--- config.mk ---
export PLATFORM = sky130hd
export DESIGN_NAME = fib_term_buffer
export DESIGN_NICKNAME = d
export VERILOG_FILES = /design/src/rtl/fib_pkg.sv /design/src/rtl/fib_sync_fifo.sv /design/src/rtl/fib_term_buffer.sv
export SDC_FILE = /design/constraint.sdc
export NUM_CORES = 1
export LEC_CHECK = 0
export ABC_AREA = 1
export BUFFER_PORTS_ARGS = -buffer_cell sky130_fd_sc_hd__buf_2
export CAP_MARGIN = 20
export CORE_MARGIN = 5
export CORE_UTILIZATION = 45
export DETAILED_ROUTE_END_ITERATION = 7
export PLACE_DENSITY = 0.6
export SLEW_MARGIN = 20
export SYNTH_ARGS = -nofsm -noshare
export SYNTH_HDL_FRONTEND = slang
export SYNTH_HIERARCHICAL = 1
export SYNTH_SLANG_ARGS = --single-unit
--- constraint.sdc ---
create_clock -name clk -period 8.15 [get_ports clk]
set_clock_uncertainty 0.2 [all_clocks]
set_input_delay 0.815 -clock clk [delete_from_list [all_inputs] [get_ports clk]]
set_output_delay 0.815 -clock clk [all_outputs]
set_load 0.01 [all_outputs]
--- src/rtl/fib_pkg.sv ---
// Shared types and defaults for the Fibonacci term buffer.
// Optional recurrence checker is enabled by defining FIB_RECUR_CHECK_EN.
package fib_pkg;

  typedef enum logic [1:0] {
    S_WAIT0 = 2'd0,
    S_WAIT1 = 2'd1,
    S_RUN   = 2'd2,
    S_HALT  = 2'd3
  } fib_state_t;

  localparam int unsigned FIB_WIDTH = 10;
  localparam int unsigned FIB_DEPTH = 8;
  localparam int unsigned FIB_IDX_W = 8;
  localparam int unsigned DROP_W    = 8;

  function automatic logic [DROP_W-1:0] drop_sat_inc(input logic [DROP_W-1:0] v);
    return (v == {DROP_W{1'b1}}) ? v : v + 1'b1;
  endfunction

endpackage

--- src/rtl/fib_sync_fifo.sv ---
// Synchronous FIFO with a registered head entry; occupancy count separates full from empty.
module fib_sync_fifo #(
  parameter int unsigned DATA_W = 18,
  parameter int unsigned DEPTH  = 8
) (
  input  logic              clk_i,
  input  logic              rst_ni,
  input  logic              clr_i,
  input  logic              push_i,
  input  logic [DATA_W-1:0] data_i,
  input  logic              pop_i,
  output logic              full_o,
  output logic              valid_o,
  output logic [DATA_W-1:0] data_o
);

  localparam int unsigned PtrW = (DEPTH > 1) ? $clog2(DEPTH) : 1;
  localparam int unsigned CntW = PtrW + 1;

  logic [DATA_W-1:0] mem_q [DEPTH];
  logic [PtrW-1:0]   rd_ptr_q, rd_ptr_d, wr_ptr_q, wr_ptr_d, rd_nxt;
  logic [CntW-1:0]   cnt_q, cnt_d;
  logic [DATA_W-1:0] head_q, head_d;
  logic              valid_q, valid_d;
  logic              do_push, do_pop;

  assign full_o  = (cnt_q == CntW'(DEPTH));
  assign valid_o = valid_q;
  assign data_o  = head_q;
  assign rd_nxt  = rd_ptr_q + 1'b1;

  assign do_pop  = pop_i && valid_q && !clr_i;
  assign do_push = push_i && (!full_o || do_pop) && !clr_i;

  always_comb begin
    rd_ptr_d = rd_ptr_q;
    wr_ptr_d = wr_ptr_q;
    cnt_d    = cnt_q;
    head_d   = head_q;
    valid_d  = valid_q;
    if (clr_i) begin
      rd_ptr_d = '0;
      wr_ptr_d = '0;
      cnt_d    = '0;
      head_d   = '0;
      valid_d  = 1'b0;
    end else begin
      if (do_push) wr_ptr_d = wr_ptr_q + 1'b1;
      if (do_pop)  rd_ptr_d = rd_nxt;
      unique case ({do_push, do_pop})
        2'b10:   cnt_d = cnt_q + 1'b1;
        2'b01:   cnt_d = cnt_q - 1'b1;
        default: cnt_d = cnt_q;
      endcase
      // The head register mirrors mem_q[rd_ptr_q]; refresh it from the next slot
      // or straight from the incoming entry when the FIFO would otherwise be empty.
      if (do_pop) begin
        if (cnt_q > CntW'(1)) begin
          head_d  = mem_q[rd_nxt];
          valid_d = 1'b1;
        end else if (do_push) begin
          head_d  = data_i;
          valid_d = 1'b1;
        end else begin
          valid_d = 1'b0;
        end
      end else if (!valid_q && do_push) begin
        head_d  = data_i;
        valid_d = 1'b1;
      end
    end
  end

  always_ff @(posedge clk_i or negedge rst_ni) begin
    if (!rst_ni) begin
      rd_ptr_q <= '0;
      wr_ptr_q <= '0;
      cnt_q    <= '0;
      head_q   <= '0;
      valid_q  <= 1'b0;
    end else begin
      rd_ptr_q <= rd_ptr_d;
      wr_ptr_q <= wr_ptr_d;
      cnt_q    <= cnt_d;
      head_q   <= head_d;
      valid_q  <= valid_d;
    end
  end

  always_ff @(posedge clk_i) begin
    if (do_push) mem_q[wr_ptr_q] <= data_i;
  end

endmodule

--- src/rtl/fib_term_buffer.sv ---
// Buffers Fibonacci terms with ordinals, flags wrap-around and counts FIFO drops.
// Define FIB_RECUR_CHECK_EN to add the p0+p1 recurrence checker driving mismatch.
module fib_term_buffer
  import fib_pkg::*;
#(
  parameter int unsigned WIDTH = FIB_WIDTH,
  parameter int unsigned DEPTH = FIB_DEPTH,
  parameter int unsigned IDX_W = FIB_IDX_W
) (
  input  logic              clk,
  input  logic              rstn,
  input  logic              clr,
  input  logic              in_valid,
  input  logic [WIDTH-1:0]  in_data,
  output logic              out_valid,
  input  logic              out_ready,
  output logic [WIDTH-1:0]  out_data,
  output logic [IDX_W-1:0]  out_index,
  output logic              overflow,
  output logic              mismatch,
  output logic [DROP_W-1:0] drop_cnt
);

  localparam int unsigned EntryW = IDX_W + WIDTH;

  fib_state_t        state_q, state_d;
  logic [WIDTH-1:0]  p0_q, p0_d, p1_q, p1_d;
  logic [IDX_W-1:0]  idx_q, idx_d;
  logic              ovf_q, ovf_d;
  logic [DROP_W-1:0] drop_q, drop_d;
  logic              offer, push, pop, fifo_full, below_p1;
  logic [EntryW-1:0] fifo_head;

  assign below_p1 = (in_data < p1_q);
  assign pop      = out_valid && out_ready && !clr;
  // A full FIFO still takes the term if the head leaves on the same edge.
  assign push     = offer && (!fifo_full || pop);

  always_comb begin
    state_d = state_q;
    p0_d    = p0_q;
    p1_d    = p1_q;
    idx_d   = idx_q;
    ovf_d   = ovf_q;
    drop_d  = drop_q;
    offer   = 1'b0;
    if (clr) begin
      state_d = S_WAIT0;
      p0_d    = '0;
      p1_d    = '0;
      idx_d   = '0;
      ovf_d   = 1'b0;
      drop_d  = '0;
    end else if (in_valid) begin
      unique case (state_q)
        S_WAIT0: begin
          p1_d    = in_data;
          state_d = S_WAIT1;
          offer   = 1'b1;
        end
        S_WAIT1: begin
          p0_d    = p1_q;
          p1_d    = in_data;
          state_d = S_RUN;
          offer   = 1'b1;
        end
        S_RUN: begin
          if (below_p1) begin
            ovf_d   = 1'b1;
            state_d = S_HALT;
          end else begin
            p0_d  = p1_q;
            p1_d  = in_data;
            offer = 1'b1;
          end
        end
        S_HALT: begin
          state_d = S_HALT;
        end
        default: state_d = S_WAIT0;
      endcase
      if (offer) begin
        idx_d = (idx_q == {IDX_W{1'b1}}) ? idx_q : idx_q + 1'b1;
        if (!push) drop_d = drop_sat_inc(drop_q);
      end
    end
  end

  always_ff @(posedge clk or negedge rstn) begin
    if (!rstn) begin
      state_q <= S_WAIT0;
      p0_q    <= '0;
      p1_q    <= '0;
      idx_q   <= '0;
      ovf_q   <= 1'b0;
      drop_q  <= '0;
    end else begin
      state_q <= state_d;
      p0_q    <= p0_d;
      p1_q    <= p1_d;
      idx_q   <= idx_d;
      ovf_q   <= ovf_d;
      drop_q  <= drop_d;
    end
  end

`ifdef FIB_RECUR_CHECK_EN
  logic [WIDTH-1:0] sum_exp;
  logic             mis_q, mis_d;

  assign sum_exp = p0_q + p1_q;

  always_comb begin
    mis_d = mis_q;
    if (clr) begin
      mis_d = 1'b0;
    end else if (in_valid && (state_q == S_RUN) && !below_p1 && (in_data != sum_exp)) begin
      mis_d = 1'b1;
    end
  end

  always_ff @(posedge clk or negedge rstn) begin
    if (!rstn) mis_q <= 1'b0;
    else       mis_q <= mis_d;
  end

  assign mismatch = mis_q;
`else
  // p0 only feeds the recurrence checker; keep it tracked but unconsumed here.
  logic unused_p0;
  assign unused_p0 = ^p0_q;
  assign mismatch  = 1'b0;
`endif

  fib_sync_fifo #(
    .DATA_W(EntryW),
    .DEPTH (DEPTH)
  ) u_fifo (
    .clk_i  (clk),
    .rst_ni (rstn),
    .clr_i  (clr),
    .push_i (push),
    .data_i ({idx_q, in_data}),
    .pop_i  (pop),
    .full_o (fifo_full),
    .valid_o(out_valid),
    .data_o (fifo_head)
  );

  assign {out_index, out_data} = fifo_head;
  assign overflow              = ovf_q;
  assign drop_cnt              = drop_q;

endmodule

# [After elaboration in Yosys (flattened, before gate mapping)]
# Memory sizes are Yosys's and may differ from the RTL's.
# Index checks and enable logic that the tools add are counted.
[word_totals] register_bits=58 ramBits=144 inputBits=15 output_inout_bits=29 mem_count=1
[mem_list] memory="u_fifo.mem_q" words=8 word_bits=18 rd=1 rd_clocked_by_memory_dff=0 wr=1 line="fib_sync_fifo.sv:20" source="logic [DATA_W-1:0] mem_q [DEPTH];"
[classes] n_addsub=6 order_cmp=2 n_eq_ne=14 mux=44 reduce_logical=30
[ops] operator="18-bit 2-to-1 mux" n=5
[ops] operator="8-bit 2-to-1 mux" n=9
[ops] operator="10-bit 2-to-1 mux" n=3
[ops] operator="10-bit one-hot mux with 2 select lines" n=1
[ops] operator="8-bit by 1-bit adder with 8-bit output (second input constant)" n=2
[ops] operator="8-bit equality test (second input constant)" n=2
[ops] operator="1-bit 2-to-1 mux" n=15
[ops] operator="3-bit 2-to-1 mux" n=4
[ops] operator="2-bit nonzero test" n=6
[ops] operator="10-bit less-than comparator" n=1
[ops] operator="3-bit AND reduction" n=3
[ops] operator="3-bit nonzero test" n=3
[ops] operator="1-bit logical AND" n=8
[ops] operator="2-bit one-hot mux with 4 select lines" n=1
[ops] operator="4-bit one-hot mux with 2 select lines" n=1
[ops] operator="3-bit by 1-bit adder with 3-bit output (second input constant)" n=2
[ops] operator="2-bit equality test (second input constant)" n=3
[ops] operator="2-bit 2-to-1 mux" n=3
[ops] operator="2-bit != test (second input constant)" n=3
[ops] operator="3-bit != test (second input constant)" n=2
[ops] operator="4-bit by 1-bit adder with 4-bit output (second input constant)" n=1
[ops] operator="2-bit by 1-bit equality test with 1-bit output (second input constant)" n=2
[ops] operator="4-bit equality test (second input constant)" n=1
[ops] operator="4-bit by 1-bit greater-than comparator with 1-bit output (second input constant)" n=1
[ops] operator="10 further kinds" n=14

# [Longest topological paths before layout]
[logic_depth] word_depth=14 depth_mapped=19

# [Modules after synthesis]
# The synthesis kept the hierarchy.
[by_module_without_submodules] module="fib_sync_fifo" instances=1 cells_each=693 area_each_um2=7375.8 seq_area_each_um2=5049.8
[by_module_without_submodules] module="fib_term_buffer" instances=1 cells_each=228 area_each_um2=1816.7 seq_area_each_um2=725.7

# [Least setup slack after synthesis]
# No wires, ideal clock.
[synth_timing] path_kind="input -> register" startpoint="input port in_data[9]" endpoint="memory u_fifo.mem_q[0][0], enable pin" setup_time_ps=393 arrival_time_ps=3041 required_time_ps=7557 setup_slack_ps=4517 path_stages=13 path_cell_list="ha_1 nand2_1 nor2_2 nand3_1 nand3_2 nand2_2 nand2_4 nand3_2 inv_1 nand2_1 nor2_1 nand2_1 nor2_1"
[synth_via] elab_chain_cells=12
[synth_rtl] element="from (decl)" line="fib_term_buffer.sv:14" source="input logic [WIDTH-1:0] in_data,"
[synth_rtl] element="10-bit less-than comparator" line="fib_term_buffer.sv:34" source="assign below_p1 = (in_data < p1_q);"
[synth_rtl] element="1-bit 2-to-1 mux" line="fib_term_buffer.sv:68" source="if (below_p1) begin"
[synth_rtl] element="1-bit one-hot mux with 2 select lines" line="fib_term_buffer.sv:55" source="unique case (state_q)"
[synth_rtl] element="1-bit 2-to-1 mux" line="fib_term_buffer.sv:54" source="end else if (in_valid) begin"
[synth_rtl] element="1-bit 2-to-1 mux" line="fib_term_buffer.sv:47" source="if (clr) begin"
[synth_rtl] element="1-bit 2-to-1 mux" line="fib_term_buffer.sv:54"
[synth_rtl] element="1-bit 2-to-1 mux" line="fib_term_buffer.sv:47"
[synth_rtl] element="1-bit logical AND" line="fib_term_buffer.sv:37" source="assign push = offer && (!fifo_full || pop);"
[synth_rtl] element="named net push" line="fib_term_buffer.sv:31" source="logic offer, push, pop, fifo_full, below_p1;"
[synth_rtl] element="1-bit logical AND (2 in series)" line="fib_sync_fifo.sv:33" source="assign do_push = push_i && (!full_o || do_pop) && !clr_i;"
[synth_rtl] element="1-bit 2-to-1 mux" line="fib_sync_fifo.sv:91" source="if (do_push) mem_q[wr_ptr_q] <= data_i;"
[synth_rtl] element="1-bit 2-to-1 mux (not written as such)" line="fib_sync_fifo.sv:91"
[synth_rtl] element="to (decl)" line="fib_sync_fifo.sv:20"
# The timed path passes the listed nets, and every way through them passes these cells. The select of a mux whose other input is x is not followed.

# [Worst setup path after layout]
[layout_timing] startpoint="input port clr" endpoint="memory u_fifo.mem_q[4][17], enable pin"
[layout_via] word_cells_on_any_way=12
[layout_rtl] element="from (decl)" line="fib_term_buffer.sv:12" source="input logic clr,"
[layout_rtl] element="1-bit logical NOT" line="fib_term_buffer.sv:35" source="assign pop = out_valid && out_ready && !clr;"
[layout_rtl] element="1-bit logical AND" line="fib_term_buffer.sv:35"
[layout_rtl] element="1-bit logical OR" line="fib_term_buffer.sv:37"
[layout_rtl] element="1-bit logical AND (*)" line="fib_term_buffer.sv:37"
[layout_rtl] element="named net push" line="fib_term_buffer.sv:31"
[layout_rtl] element="1-bit logical AND (*) (2 in series)" line="fib_sync_fifo.sv:33"
[layout_rtl] element="1-bit 2-to-1 mux (*)" line="fib_sync_fifo.sv:91"
[layout_rtl] element="1-bit 2-to-1 mux (not written as such) (*)" line="fib_sync_fifo.sv:91"
# The timed path passes the listed nets; every way through them passes the cells marked *.

==> flow_metrics.env <==
export IMPL_synthFlopType="edfxtp_1"
export IMPL_arrival_ns=3.86
export IMPL_drv_cap=0
export IMPL_cp_start_kind="primary input"
export IMPL_peakVddDrop_mv=0.180
export IMPL_post_route_cells_drive_above_1_share_pct=12.5
export IMPL_rows=52
export IMPL_drt_iter0_markers=446
export IMPL_setup_viol=0
export IMPL_post_cts_resized=0
export IMPL_ios=44
export IMPL_yosys_area_share_adder_pct=2.31
export IMPL_ys_ff_latch=202
export IMPL_root_buffer="clkbuf_16"
export IMPL_yosysSeqAreaShare_pct=62.8
export IMPL_synth_avg_cell_area_um2=9.98
export IMPL_yosysMostFrequentCell="nand2_1"
export IMPL_p_comb_share_pct=9.1
export IMPL_layout_nets=986
export IMPL_ant_nets=0
export IMPL_cts_tree="built"
export IMPL_endpoint_kind="register"
export IMPL_worstHoldStart="u_fifo/data_o[11]$_DFFE_PN0P_"
export IMPL_synth_compound_area_share_pct=2.61
export IMPL_yosysUniqueCellTypes=39
export IMPL_finalInstanceArea_um2=10300
export IMPL_worst_slew_pin_transition_ns=1.08
export IMPL_synth_edff_count=144
export IMPL_core_um2=20200
export IMPL_dieArea_um2=23400
export IMPL_start_util_pct=45.6
export IMPL_clk_pin_slew_ns=0.06
export IMPL_status="finished clean"
export IMPL_pwr_share_clk_pct=42.1
export IMPL_vias_per_cell=5.18
export IMPL_reg2reg_slack_ns=4.48
export IMPL_insertion_delay_ns=0.49
export IMPL_power_total_mw=2.40
export IMPL_cellLeakagePower_nw=4.28
export IMPL_rr_endpoint="u_fifo/mem_q[4][17]$_DFFE_PP_"
export IMPL_synth_common_cells="278 x nand2_1, 146 x nand3_1, 144 x edfxtp_1"
export IMPL_holdPathStages=2
export IMPL_synth_top_family_by_area="simple AND/OR/NAND/NOR gates"
export IMPL_grt_pass1_wl_um=33600
export IMPL_pwr_share_seq_pct=48.8
export IMPL_p_int_mw=1.83
export IMPL_grt_setup_unrepaired="no"
export IMPL_die_h_um=153
export IMPL_antenna_found_initial=0
export IMPL_net_switching_power_mw=0.565
export IMPL_sw_frac_of_total_pct=23.6
export IMPL_first_global_vias=6150
export IMPL_powerDensity_nw_per_um2=232
export IMPL_clock_fmax_mhz=253
export IMPL_hold_slack_ns=0.270
export IMPL_clockBufferDepth=3
export IMPL_final_core_util_pct=51.3
export IMPL_synth_warnings=6
export IMPL_htreeDepth=1
export IMPL_cts_made_buffers=22
export IMPL_grt_usage_pct=17.8
export IMPL_ys_top_cells_by_area="edfxtp_1 47%, dfrtp_1 16%, nand2_1 11%"
export IMPL_grt_max_degree=77
export IMPL_synth_xor_xnor_area_share_pct=1.22
export IMPL_dr_pass1_iters=5
export IMPL_min_to="u_fifo/data_o[11]$_DFFE_PN0P_"
export IMPL_fill_cells=1831
export IMPL_synthSimpleGateAreaFrac_pct=25.8
export IMPL_hold_viol_final=0
export IMPL_final_max_slew_viol_count=0
export IMPL_place_gp_congestion=0.819
export IMPL_synth_top_area_cell="edfxtp_1"
export IMPL_drc_errors=0
export IMPL_r2r_cells=14
export IMPL_fin_setup_tns_ns=0
export IMPL_period_needed_ns=3.96
export IMPL_required_ns=8.06
export IMPL_grt_overflow=0
export IMPL_synth_top_area_share_pct=47.0
export IMPL_synth_fp_nets=953
export IMPL_synthMuxAreaShare_pct=0
export IMPL_syn_area_um2=9190
export IMPL_holdBufCountCts=0
export IMPL_die_x_um=153
export IMPL_finalCritPeriodShare_pct=48.6
export IMPL_port_buffers=42
export IMPL_cts_setup_buffers=0
export IMPL_rr_startpoint="p1_q[9]$_DFFE_PN0P_"
export IMPL_syn_inst=921
export IMPL_syn_to_final_growth_pct=12.6
export IMPL_numClockSinks=202
export IMPL_async_flop_share_pct=28.7
export IMPL_diodes=0
export IMPL_worstPathMaxFanout=46
export IMPL_slew_limit_headroom_pct=28.1
export IMPL_min_path_type="reg2reg"
export IMPL_postPlaceCellArea_um2=9580
export IMPL_drt_wirelength_per_cell_um=16.7
export IMPL_routed_wl_um=20700
export IMPL_via_count=6417
export IMPL_post_dp_hpwl_um=12600
export IMPL_crit_type="in2reg"
cell families (layout without fill, tap and decap cells):
family	count (synthesis)	count (layout)
adders and majority gates	17	17
DFF	202	202
buffers and inverters	106	155
xor gates and xnor gates	12	12
AOI/OAI and AO/OA	40	40
other	1	1
and+or+nand+nor	543	543
sequential cells by signal, indices dropped and copies added, names as in the netlist:
register	count
u_fifo/mem_q	144
u_fifo/data_o	18
p1_q	10
drop_cnt	8
idx_q	8
u_fifo/cnt_q	4
u_fifo/rd_ptr_q	3
u_fifo/wr_ptr_q	3
state_q	2
overflow	1
u_fifo/valid_o	1
worst max-delay path by stage:
stage               depth (start not counted)  startpoint                             to
floorplan                                  13  in_data[9]   u_fifo/mem_q[0][0]$_DFFE_PP_
global placement                            9         clr  u_fifo/mem_q[3][10]$_DFFE_PP_
CTS                                         9         clr   u_fifo/mem_q[2][0]$_DFFE_PP_
global route                                9         clr  u_fifo/mem_q[4][17]$_DFFE_PP_
finish                                      9         clr  u_fifo/mem_q[4][17]$_DFFE_PP_
detailed placement                          9         clr  u_fifo/mem_q[2][10]$_DFFE_PP_
placed cells by master, fill, tap and decap left out, types with 2 or more instances in the layout:
| cell | count |
|---|---|
| nand3_1 | 146 |
| ha_1 | 17 |
| o21ai_1 | 2 |
| clkbuf_16 | 23 |
| nor2_4 | 3 |
| nand2_1 | 278 |
| a21oi_1 | 4 |
| o21ai_0 | 22 |
| edfxtp_1 | 144 |
| nand4_1 | 8 |
| buf_4 | 6 |
| bufinv_16 | 3 |
| clkbuf_1 | 8 |
| xor2_1 | 6 |
| buf_2 | 42 |
| o21ai_2 | 6 |
| nor3_1 | 3 |
| nor2_1 | 75 |
| clkinv_2 | 2 |
| xnor2_1 | 5 |
| nor3b_1 | 4 |
| nand2_4 | 3 |
| nand2_2 | 5 |
| nand3_2 | 4 |
| dfrtp_1 | 57 |
| inv_1 | 61 |
| o31ai_1 | 2 |
| inv_2 | 5 |
| nor2_2 | 10 |
per-stage QoR:
step / instances / setup WS, ns
after global routing: 1240 / 3.87
after CTS: 1239 / 4.19
after floorplan: 921 / 4.52
after detailed placement: 1199 / 3.66
after global placement: 1199 / 3.77
final: 1240 / 4.19
cell type report:
| cell class | count | area [um2] | share of cell area [%] |
|---|---|---|---|
| clock buffers | 32 | 619 | 5.98 |
| inverters | 66 | 248 | 2.39 |
| repair buffers | 49 | 267 | 2.57 |
| flip-flops and latches | 202 | 5780 | 55.8 |
| well taps | 270 | 338 | 3.26 |
| clock inverters | 8 | 128 | 1.23 |
| multi-input cells | 613 | 2970 | 28.7 |
power by group through the flow:
stage	logic (mW)	registers, mW	clock network (mW)
2_1_floorplan	0.150	1.19	0
3_3_place_gp	0.217	1.19	0
3_5_place_dp	0.219	1.19	0
4_1_cts	0.220	1.17	1.04
5_1_grt	0.248	1.17	1.09
6_report	0.218	1.17	1.01
routing by layer:
layer	share of wire [%]	track usage, %	up-vias
met3	6.4	2.74	35
met5	0	0	-
met4	2.2	4.37	0
met1	48	27.0	3038
li1	-	-	3146
met2	44	27.0	198
critical path, cell delays in order:
cell and delay, ns:
buf_2 0.09, buf_4 0.30, nor2_1 0.67, nand3_2 0.37, inv_1 0.26, nand2_1 0.09, nor2_1 0.17, nand2_1 0.21
nor2_2 0.86
Note: power is estimated with default switching activity, not from simulation.
